**src/rtl/mha_pkg.sv**
```systemverilog
// Shared definitions for the multi-head-attention datapath stages
// (score, softmax, attention-times-V).
package mha_pkg;

  localparam int unsigned FRAC_DEFAULT = 13;

  typedef enum logic [1:0] {
    S_IDLE,
    S_MAC,
    S_OUT,
    S_DONE
  } state_e;

  // Full-precision accumulator: 2*D_W product bits plus growth for DIM terms.
  function automatic int unsigned acc_width(input int unsigned d_w, input int unsigned dim);
    return 2 * d_w + $clog2(dim);
  endfunction

endpackage

```
**src/rtl/fxp_round_sat.sv**
```systemverilog
// Fixed-point narrowing: drop FRAC fractional bits with round-half-up,
// then saturate to a signed OUT_W-bit result.
module fxp_round_sat #(
  parameter int unsigned IN_W  = 34,
  parameter int unsigned OUT_W = 16,
  parameter int unsigned FRAC  = 13
) (
  input  logic [IN_W-1:0]  data_i,
  output logic [OUT_W-1:0] data_o
);

  // One extra bit of headroom so adding the rounding constant cannot wrap.
  localparam logic signed [IN_W:0] RND  = {{(IN_W + 1 - FRAC){1'b0}}, 1'b1, {(FRAC - 1){1'b0}}};
  localparam logic signed [IN_W:0] MAXV = {{(IN_W - OUT_W + 2){1'b0}}, {(OUT_W - 1){1'b1}}};
  localparam logic signed [IN_W:0] MINV = {{(IN_W - OUT_W + 2){1'b1}}, {(OUT_W - 1){1'b0}}};

  logic signed [IN_W:0] sum;
  logic signed [IN_W:0] shifted;

  always_comb begin
    sum     = $signed({data_i[IN_W-1], data_i}) + RND;
    shifted = sum >>> FRAC;
    if (shifted > MAXV) begin
      data_o = MAXV[OUT_W-1:0];
    end else if (shifted < MINV) begin
      data_o = MINV[OUT_W-1:0];
    end else begin
      data_o = shifted[OUT_W-1:0];
    end
  end

endmodule

```
**src/rtl/attn_v_matmul.sv**
```systemverilog
// One output row O[j] = sum_k P[k]*V[k][j] in Q2.13, computed over DIM cycles
// with DIM parallel MAC lanes; start/valid handshake matches softmax.
module attn_v_matmul
  import mha_pkg::*;
#(
  parameter int unsigned D_W  = 16,
  parameter int unsigned DIM  = 4,
  parameter int unsigned FRAC = FRAC_DEFAULT
) (
  input  logic                     I_CLK,
  input  logic                     I_RST_N,
  input  logic                     I_START,
  input  logic [D_W*DIM-1:0]       I_DATA,
  input  logic [D_W*DIM*DIM-1:0]   I_V,
  output logic                     O_VLD,
  output logic [D_W*DIM-1:0]       O_DATA
);

  localparam int unsigned ACC_W = acc_width(D_W, DIM);
  localparam int unsigned K_W   = $clog2(DIM);
  localparam logic [K_W-1:0] K_LAST = K_W'(DIM - 1);

  state_e                 state_q;
  logic [K_W-1:0]         k_q;
  logic                   o_vld_q;
  logic [D_W*DIM-1:0]     o_data_q;
  logic signed [D_W-1:0]  p_q   [DIM];
  logic signed [D_W-1:0]  v_q   [DIM][DIM];
  logic signed [ACC_W-1:0] acc_q [DIM];

  logic signed [2*D_W-1:0] prod    [DIM];
  logic signed [ACC_W-1:0] acc_nxt [DIM];
  logic [D_W*DIM-1:0]      rs_flat;

  for (genvar j = 0; j < DIM; j++) begin : g_lane
    assign prod[j]    = p_q[k_q] * v_q[k_q][j];
    assign acc_nxt[j] = acc_q[j] + {{(ACC_W - 2*D_W){prod[j][2*D_W-1]}}, prod[j]};

    fxp_round_sat #(
      .IN_W  (ACC_W),
      .OUT_W (D_W),
      .FRAC  (FRAC)
    ) u_round_sat (
      .data_i (acc_q[j]),
      .data_o (rs_flat[j*D_W +: D_W])
    );
  end

  always_ff @(posedge I_CLK or negedge I_RST_N) begin
    if (!I_RST_N) begin
      state_q  <= S_IDLE;
      k_q      <= '0;
      o_vld_q  <= 1'b0;
      o_data_q <= '0;
      for (int unsigned i = 0; i < DIM; i++) begin
        acc_q[i] <= '0;
        p_q[i]   <= '0;
        for (int unsigned j = 0; j < DIM; j++) v_q[i][j] <= '0;
      end
    end else begin
      case (state_q)
        S_IDLE: begin
          if (I_START) begin
            for (int unsigned i = 0; i < DIM; i++) begin
              p_q[i]   <= I_DATA[i*D_W +: D_W];
              acc_q[i] <= '0;
              for (int unsigned j = 0; j < DIM; j++)
                v_q[i][j] <= I_V[(i*DIM + j)*D_W +: D_W];
            end
            k_q     <= '0;
            state_q <= S_MAC;
          end
        end
        S_MAC: begin
          if (!I_START) begin
            for (int unsigned i = 0; i < DIM; i++) acc_q[i] <= '0;
            k_q     <= '0;
            state_q <= S_IDLE;
          end else begin
            for (int unsigned i = 0; i < DIM; i++) acc_q[i] <= acc_nxt[i];
            k_q <= k_q + 1'b1;
            if (k_q == K_LAST) state_q <= S_OUT;
          end
        end
        S_OUT: begin
          if (!I_START) begin
            for (int unsigned i = 0; i < DIM; i++) acc_q[i] <= '0;
            state_q <= S_IDLE;
          end else begin
            o_data_q <= rs_flat;
            o_vld_q  <= 1'b1;
            state_q  <= S_DONE;
          end
        end
        S_DONE: begin
          if (!I_START) begin
            o_vld_q <= 1'b0;
            state_q <= S_IDLE;
          end
        end
        default: state_q <= S_IDLE;
      endcase
    end
  end

  assign O_VLD  = o_vld_q;
  assign O_DATA = o_data_q;

endmodule

```
**config.mk**
```make
export PLATFORM = sky130hd
export DESIGN_NAME = attn_v_matmul
export DESIGN_NICKNAME = d
export VERILOG_FILES = /design/src/rtl/mha_pkg.sv /design/src/rtl/fxp_round_sat.sv /design/src/rtl/attn_v_matmul.sv
export SDC_FILE = /design/constraint.sdc
export NUM_CORES = 2
export LEC_CHECK = 0
export CAP_MARGIN = 10
export CORE_MARGIN = 2
export CORE_UTILIZATION = 43
export DETAILED_ROUTE_END_ITERATION = 8
export PLACE_DENSITY = 0.72
export SLEW_MARGIN = 20
export SYNTH_ARGS = -nofsm -noshare
export SYNTH_HDL_FRONTEND = slang
export SYNTH_SLANG_ARGS = --single-unit
```
**constraint.sdc**
```tcl
create_clock -name I_CLK -period 8.87 [get_ports I_CLK]
set_clock_uncertainty 0.15 [all_clocks]
set_input_delay 2.661 -clock I_CLK [delete_from_list [all_inputs] [get_ports I_CLK]]
set_output_delay 2.661 -clock I_CLK [all_outputs]
set_load 0.1 [all_outputs]
```
Word-level counts from Yosys, hierarchy flattened. Index checks and enable logic that the tools add are counted. W data, S select, Z words.

Bits in registers: 525. Logic and storage cells: 100.

Order comparisons: 9. Reductions and logical operators: 10. Add/sub/neg operators: 9. Bitwise gates (word level): 1. Equal/unequal tests: 9. Muxes and demuxes: 30. $mul: 4.

Operators with widths (number): $mux W136 (3); $pmux W136 S3 (1); $mux W16 (10); $add A34 B14 Y35 const B (4); $add A34 B34 Y34 (4); $bmux W64 S2 (1); $mul A16 B16 Y32 (4); $mux W64 (2); $gt A22 B16 Y1 const B (4); $lt A22 B16 Y1 const B (4); $bmux W16 S2 (1); $mux W2 (7); $reduce_and A3 Y1 (3); $ne A2 B2 Y1 const B (4); $pmux W2 S4 (1); $eq A2 B2 Y1 const B (3); $reduce_and A2 Y1 (3); $pmux W2 S2 (1); $reduce_bool A2 Y1 (2); $ge A3 B3 Y1 const B (1); $ne A3 B3 Y1 const B (1); $not A2 Y3 (1); $reduce_bool A3 Y1 (1); $add A2 B1 Y2 const B (1); other kinds (4) (5).

Logic depth before layout (Yosys ltp).
Depth in word-level cells: 8. Mapped depth: 43. Gate-level depth less buffers: 39.

Modules after synthesis. A second synthesis with hierarchy kept.

Cells, all modules: 7094. Area total of the unflattened synthesis: 68932.4 µm².

Modules (own cells, without submodules): attn_v_matmul (area an instance 66129.7 µm², cells an instance 6754, sequential area each 13137.6 µm², instances 1); fxp_round_sat (area an instance 700.7 µm², cells an instance 85, sequential area each 0.0 µm², instances 4).

Worst setup path before layout. Ideal clock, no wire load.

Path kind: reg-to-reg. From: reg k_q[0]. To: reg acc_q[66] (netlist name). Stages on the path, launching flop included: 39. Slack: -0.812 ns. Library setup time: 0.129 ns. Buffers on the path: 5. Arrival: 9.402 ns. Cell sequence: dfrtp_1 buf_2 buf_1 buf_1 buf_1 mux2i_1 nand2_1 o21ai_0 clkbuf_1 nor2_1 fa_1 fa_1 fa_1 fa_1 fa_1 inv_1 fa_1 inv_1 [3 not listed] a21oi_1 nor2b_1 o31a_1 o21a_1 o21ai_1 a21boi_1 o21ai_0 nand2b_1 xor2_1 ha_1 and3_1 and4_1 a21oi_1 o21ai_1 or4_1 a31oi_1 xor2_1 o21ai_1.

Cells in the longest elaborated chain, start to end: 8. Elaborated cells between the ends (all ways): 11. Those cells by class: add/sub (1); mul (1); mux (8); bitwise (1).

RTL lines: from (decl) (RTL line attn_v_matmul.sv:24) `logic [K_W-1:0] k_q;`; from (signal assigned) (RTL line attn_v_matmul.sv:81) `k_q <= k_q + 1'b1;`; $not A2 Y3 (implied by the code) * (RTL line attn_v_matmul.sv:36) `assign prod[j] = p_q[k_q] * v_q[k_q][j];`; $bmux W16 S2 or $bmux W64 S2 (tied branches) (RTL line attn_v_matmul.sv:36); $mux W16 (implied by the code) or $mux W64 (tied branches) (2 in a row); $mul A16 B16 Y32 * (RTL line attn_v_matmul.sv:36); $add A34 B34 Y34 * (RTL line attn_v_matmul.sv:37) `assign acc_nxt[j] = acc_q[j] + {{(ACC_W - 2*D_W){prod[j][2*D_W-1]}}, prod[j]};`; $mux W136 * (RTL line attn_v_matmul.sv:75) `if (!I_START) begin`; $pmux W136 S3 * (RTL line attn_v_matmul.sv:61) `case (state_q)`; to (signal, indexed assignment) (RTL line attn_v_matmul.sv:56) `acc_q[i] <= '0;`; to (signal, indexed assignment) (RTL line attn_v_matmul.sv:66) `acc_q[i] <= '0;`; to (decl) (RTL line attn_v_matmul.sv:29) `logic signed [ACC_W-1:0] acc_q [DIM];`.

Mark *: on every way between the ends. The rest lies on a longest branch, timed or not. The select of a mux whose other input is x is not followed. A chain may end at the register's enable or synchronous reset.

Final worst setup path.
From: reg k_q[0]. To: reg acc_q[67] (netlist name).

Same word-level chain as after synthesis.

==> flow_summary.yaml <==
clock_tree:
  cts_tree: "built"
  clock_pin_slew_worst_setup_and_hold_paths_ns: 0.06
  cts.root.buffer_cell: "sky130_fd_sc_hd__clkbuf_16"
  postCtsHoldBufs: 0
  clock_h_tree_levels: 3
  clk-insertion-delay-late_ns: 0.71
  cts_buffer_depth: 3
  cts_made_buffers: 66
  cts.sink_count: 525
worst_setup_path:
  critical_path.most_common_cell: "sky130_fd_sc_hd__fa_1"
  slowest_delay_ns: 0.57
  r2r_cells: 35
  critical_path_rt_ns: 9.30
  critical_path.startpoint_type: "register"
  critical-path-slowest-cell: "sky130_fd_sc_hd__dfrtp_4"
  crit_fanout: 8
  path_class: "register to register"
  critical_path.reg2reg.endpoint: "acc_q[67]$_DFFE_PN0P_"
  critPathArrivalTime_ns: 9.52
  rr_startpoint: "k_q[0]$_DFFE_PN0P_"
  setup.worst_path.end_class: "register"
  timing.critical_path.buf_inv: 6
  setup.reg_to_reg.worst_slack_ns: -0.22
  critPathTopFamily: "adder cells"
yosys:
  synth_warnings: 0
  synth_cell_type_count: 75
  netlist.area_leader.share: 0.311
  post_synth_instance_area_mm2: 0.0678
  synth.net_count: 8940
  yosys-top-cells-area: "sky130_fd_sc_hd__fa_1 31%, sky130_fd_sc_hd__dfrtp_1 19%, sky130_fd_sc_hd__ha_1 8.6%"
  asyncSetResetFlopFracSynth: 1.00
  synth_enable_flop_cells: 0
  synth_flop_cell: "sky130_fd_sc_hd__dfrtp_1"
  synthCells: 7099
  syn_avg_cell_area_um2: 9.55
  post-synth-top-area-cell: "sky130_fd_sc_hd__fa_1"
  synth.yosys.seq_area_share: 0.194
  synth_seq_cells: 525
timing:
  timing.final.hold_violations: 0
  period_utilisation_layout: 1.03
  final_period_minus_worst_setup_slack_ns: 9.09
  holdWs_ns: 0.320
  grt_setup_unrepaired: "true"
  setup_violations: 12
  final-max-slew-violation-count: 0
  finalWorstSetupSlack_ns: -0.222
  max_freq_mhz: 110
  relative_slew_slack: 0.240
  worst_pin_slew_ns: 1.14
cells_and_area:
  area_growth_pct: 23.1
  drive_above_1_share: 0.189
  mostFrequentLayoutCells: "1272 x sky130_fd_sc_hd__inv_1, 1038 x sky130_fd_sc_hd__fa_1, 805 x sky130_fd_sc_hd__nand2_1"
  ff_latch_area_mm2: 0.0131
  combined_area_of_the_multi_input_logic_cells_mm2: 0.0499
  number_of_fill_cells_in_the_layout: 13700
  layout.nets: 9882
  layout_commonest_cell: "sky130_fd_sc_hd__inv_1"
outcome:
  failed_checks: "setup timing"
  outcome: "finished with violations"
die:
  initial_utilization: 0.433
  placementRows: 145
  dieArea_mm2: 0.161
  ios: 388
  die_y_um: 401
  die_width_um: 401
  core_area_mm2: 0.156
job:
  drv_cap: 0
worst_hold_path:
  count_of_cells_along_the_worst_hold_path: 2
  min_path_type: "register to register"
  hold_end: "O_DATA[15]$_DFFE_PN0P_"
  hp-start: "O_DATA[15]$_DFFE_PN0P_"
grt:
  antenna_found_initial: 17
  grt_pass1_vias: 57900
  grt.total_usage: 0.258
  grt_start_max_net_pins: 148
  grt_pass1_wl_mm: 324
  global_route.overflow_total: 0
placed_design:
  gp_congestion: 0.975
  hpwl_mm: 168
  placement.io_buffers: 387
route:
  drt-pass1-iter-count: 5
  drc: 0
  vias: 54200
  antenna_left: 0
  wire_per_inst_um: 20.5
  vias_per_cell: 5.34
  drt-total-wl_mm: 208
  drt_iter0_markers: 3478
## per-layer routing
metal	GRT usage	part of all wire	up-vias
met5	0	0.00072	-
li1	-	-	24300
met2	0.415	0.46	2024
met4	0.116	0.050	22
met1	0.336	0.41	27300
met3	0.0513	0.080	480
## through the flow
step / instance area, um^2 / setup TNS [ns] / utilization / setup slack (ns) / instances
after global placement: 79700 / -2.88 / 0.509 / -0.353 / 9995
after global routing: 83500 / -10.90 / 0.534 / -0.546 / 10200
after detailed placement: 79700 / -6.24 / 0.509 / -0.448 / 9995
after floorplan: 68000 / 0 / - / 0.000338 / 7099
final: 83500 / -1.21 / 0.534 / -0.222 / 10200
after CTS: 82500 / -1.10 / 0.528 / -0.223 / 10100
## worst max path at each step
stage,start,to,slack [ns],depth (start not counted)
after floorplan,k_q[0]$_DFFE_PN0P_,acc_q[67]$_DFFE_PN0P_,0.0003,37
after global placement,k_q[0]$_DFFE_PN0P_,acc_q[67]$_DFFE_PN0P_,-0.35,35
after detailed placement,k_q[0]$_DFFE_PN0P_,acc_q[101]$_DFFE_PN0P_,-0.45,38
after CTS,k_q[0]$_DFFE_PN0P_,acc_q[67]$_DFFE_PN0P_,-0.22,34
after global routing,k_q[0]$_DFFE_PN0P_,acc_q[67]$_DFFE_PN0P_,-0.55,35
final,k_q[0]$_DFFE_PN0P_,acc_q[67]$_DFFE_PN0P_,-0.22,35
## synthesized netlist by cell type (all sizes together) (46+ instances only)
library cell and number:
ha 466, dfrtp 525, and2 141, mux2i 46, inv 1275, a21oi 233, nand2 815, o21ai 296
mux2 365, nor2 501, nand3 78, clkbuf 256, fa 1052, a21o 100, o21a 86, xnor2 204
xor2 111
## registers in the layout, indices dropped and copies added, names as in the netlist
| name | cells |
|---|---|
| v_q | 256 |
| acc_q | 136 |
| O_DATA | 64 |
| p_q | 64 |
| k_q | 2 |
| state_q | 2 |
| O_VLD | 1 |
## tightest hold or removal path, delay by kind of cell, from the launching register on
family           cells  cell delay [ns]
DFF                  1             0.34
and+or+nand+nor      2             0.10
## cells by family after synthesis
family                     after synthesis  synth area share
DFF                                    525             0.194
adders and majority gates             1518             0.397
xor gates and xnor gates               315            0.0408
and+or+nand+nor                       1775             0.114
AOI/OAI and AO/OA                      961            0.0893
buffers and inverters                 1558            0.0863
muxes                                  447            0.0794
## final cells by class
| type | instances | share of cell area |
|---|---|---|
| multi-input cells | 5018 | 0.598 |
| flip-flops and latches | 525 | 0.157 |
| repair buffers | 1155 | 0.128 |
| inverters | 1275 | 0.0573 |
| well taps | 2058 | 0.0308 |
| clock buffers | 89 | 0.0224 |
| clock inverters | 29 | 0.00519 |
| diodes | 5 | 0.000150 |
## timing repair
item,CTS,global route
cloned,2,3
setup buffers,14,18
resized for setup,91,191
pin swaps,15,49
endpoints found under the setup margin,36,51
Power is left out: the tool's default activity adds up to more than one toggle a clock period on the data nets, which glitch-free logic cannot reach.
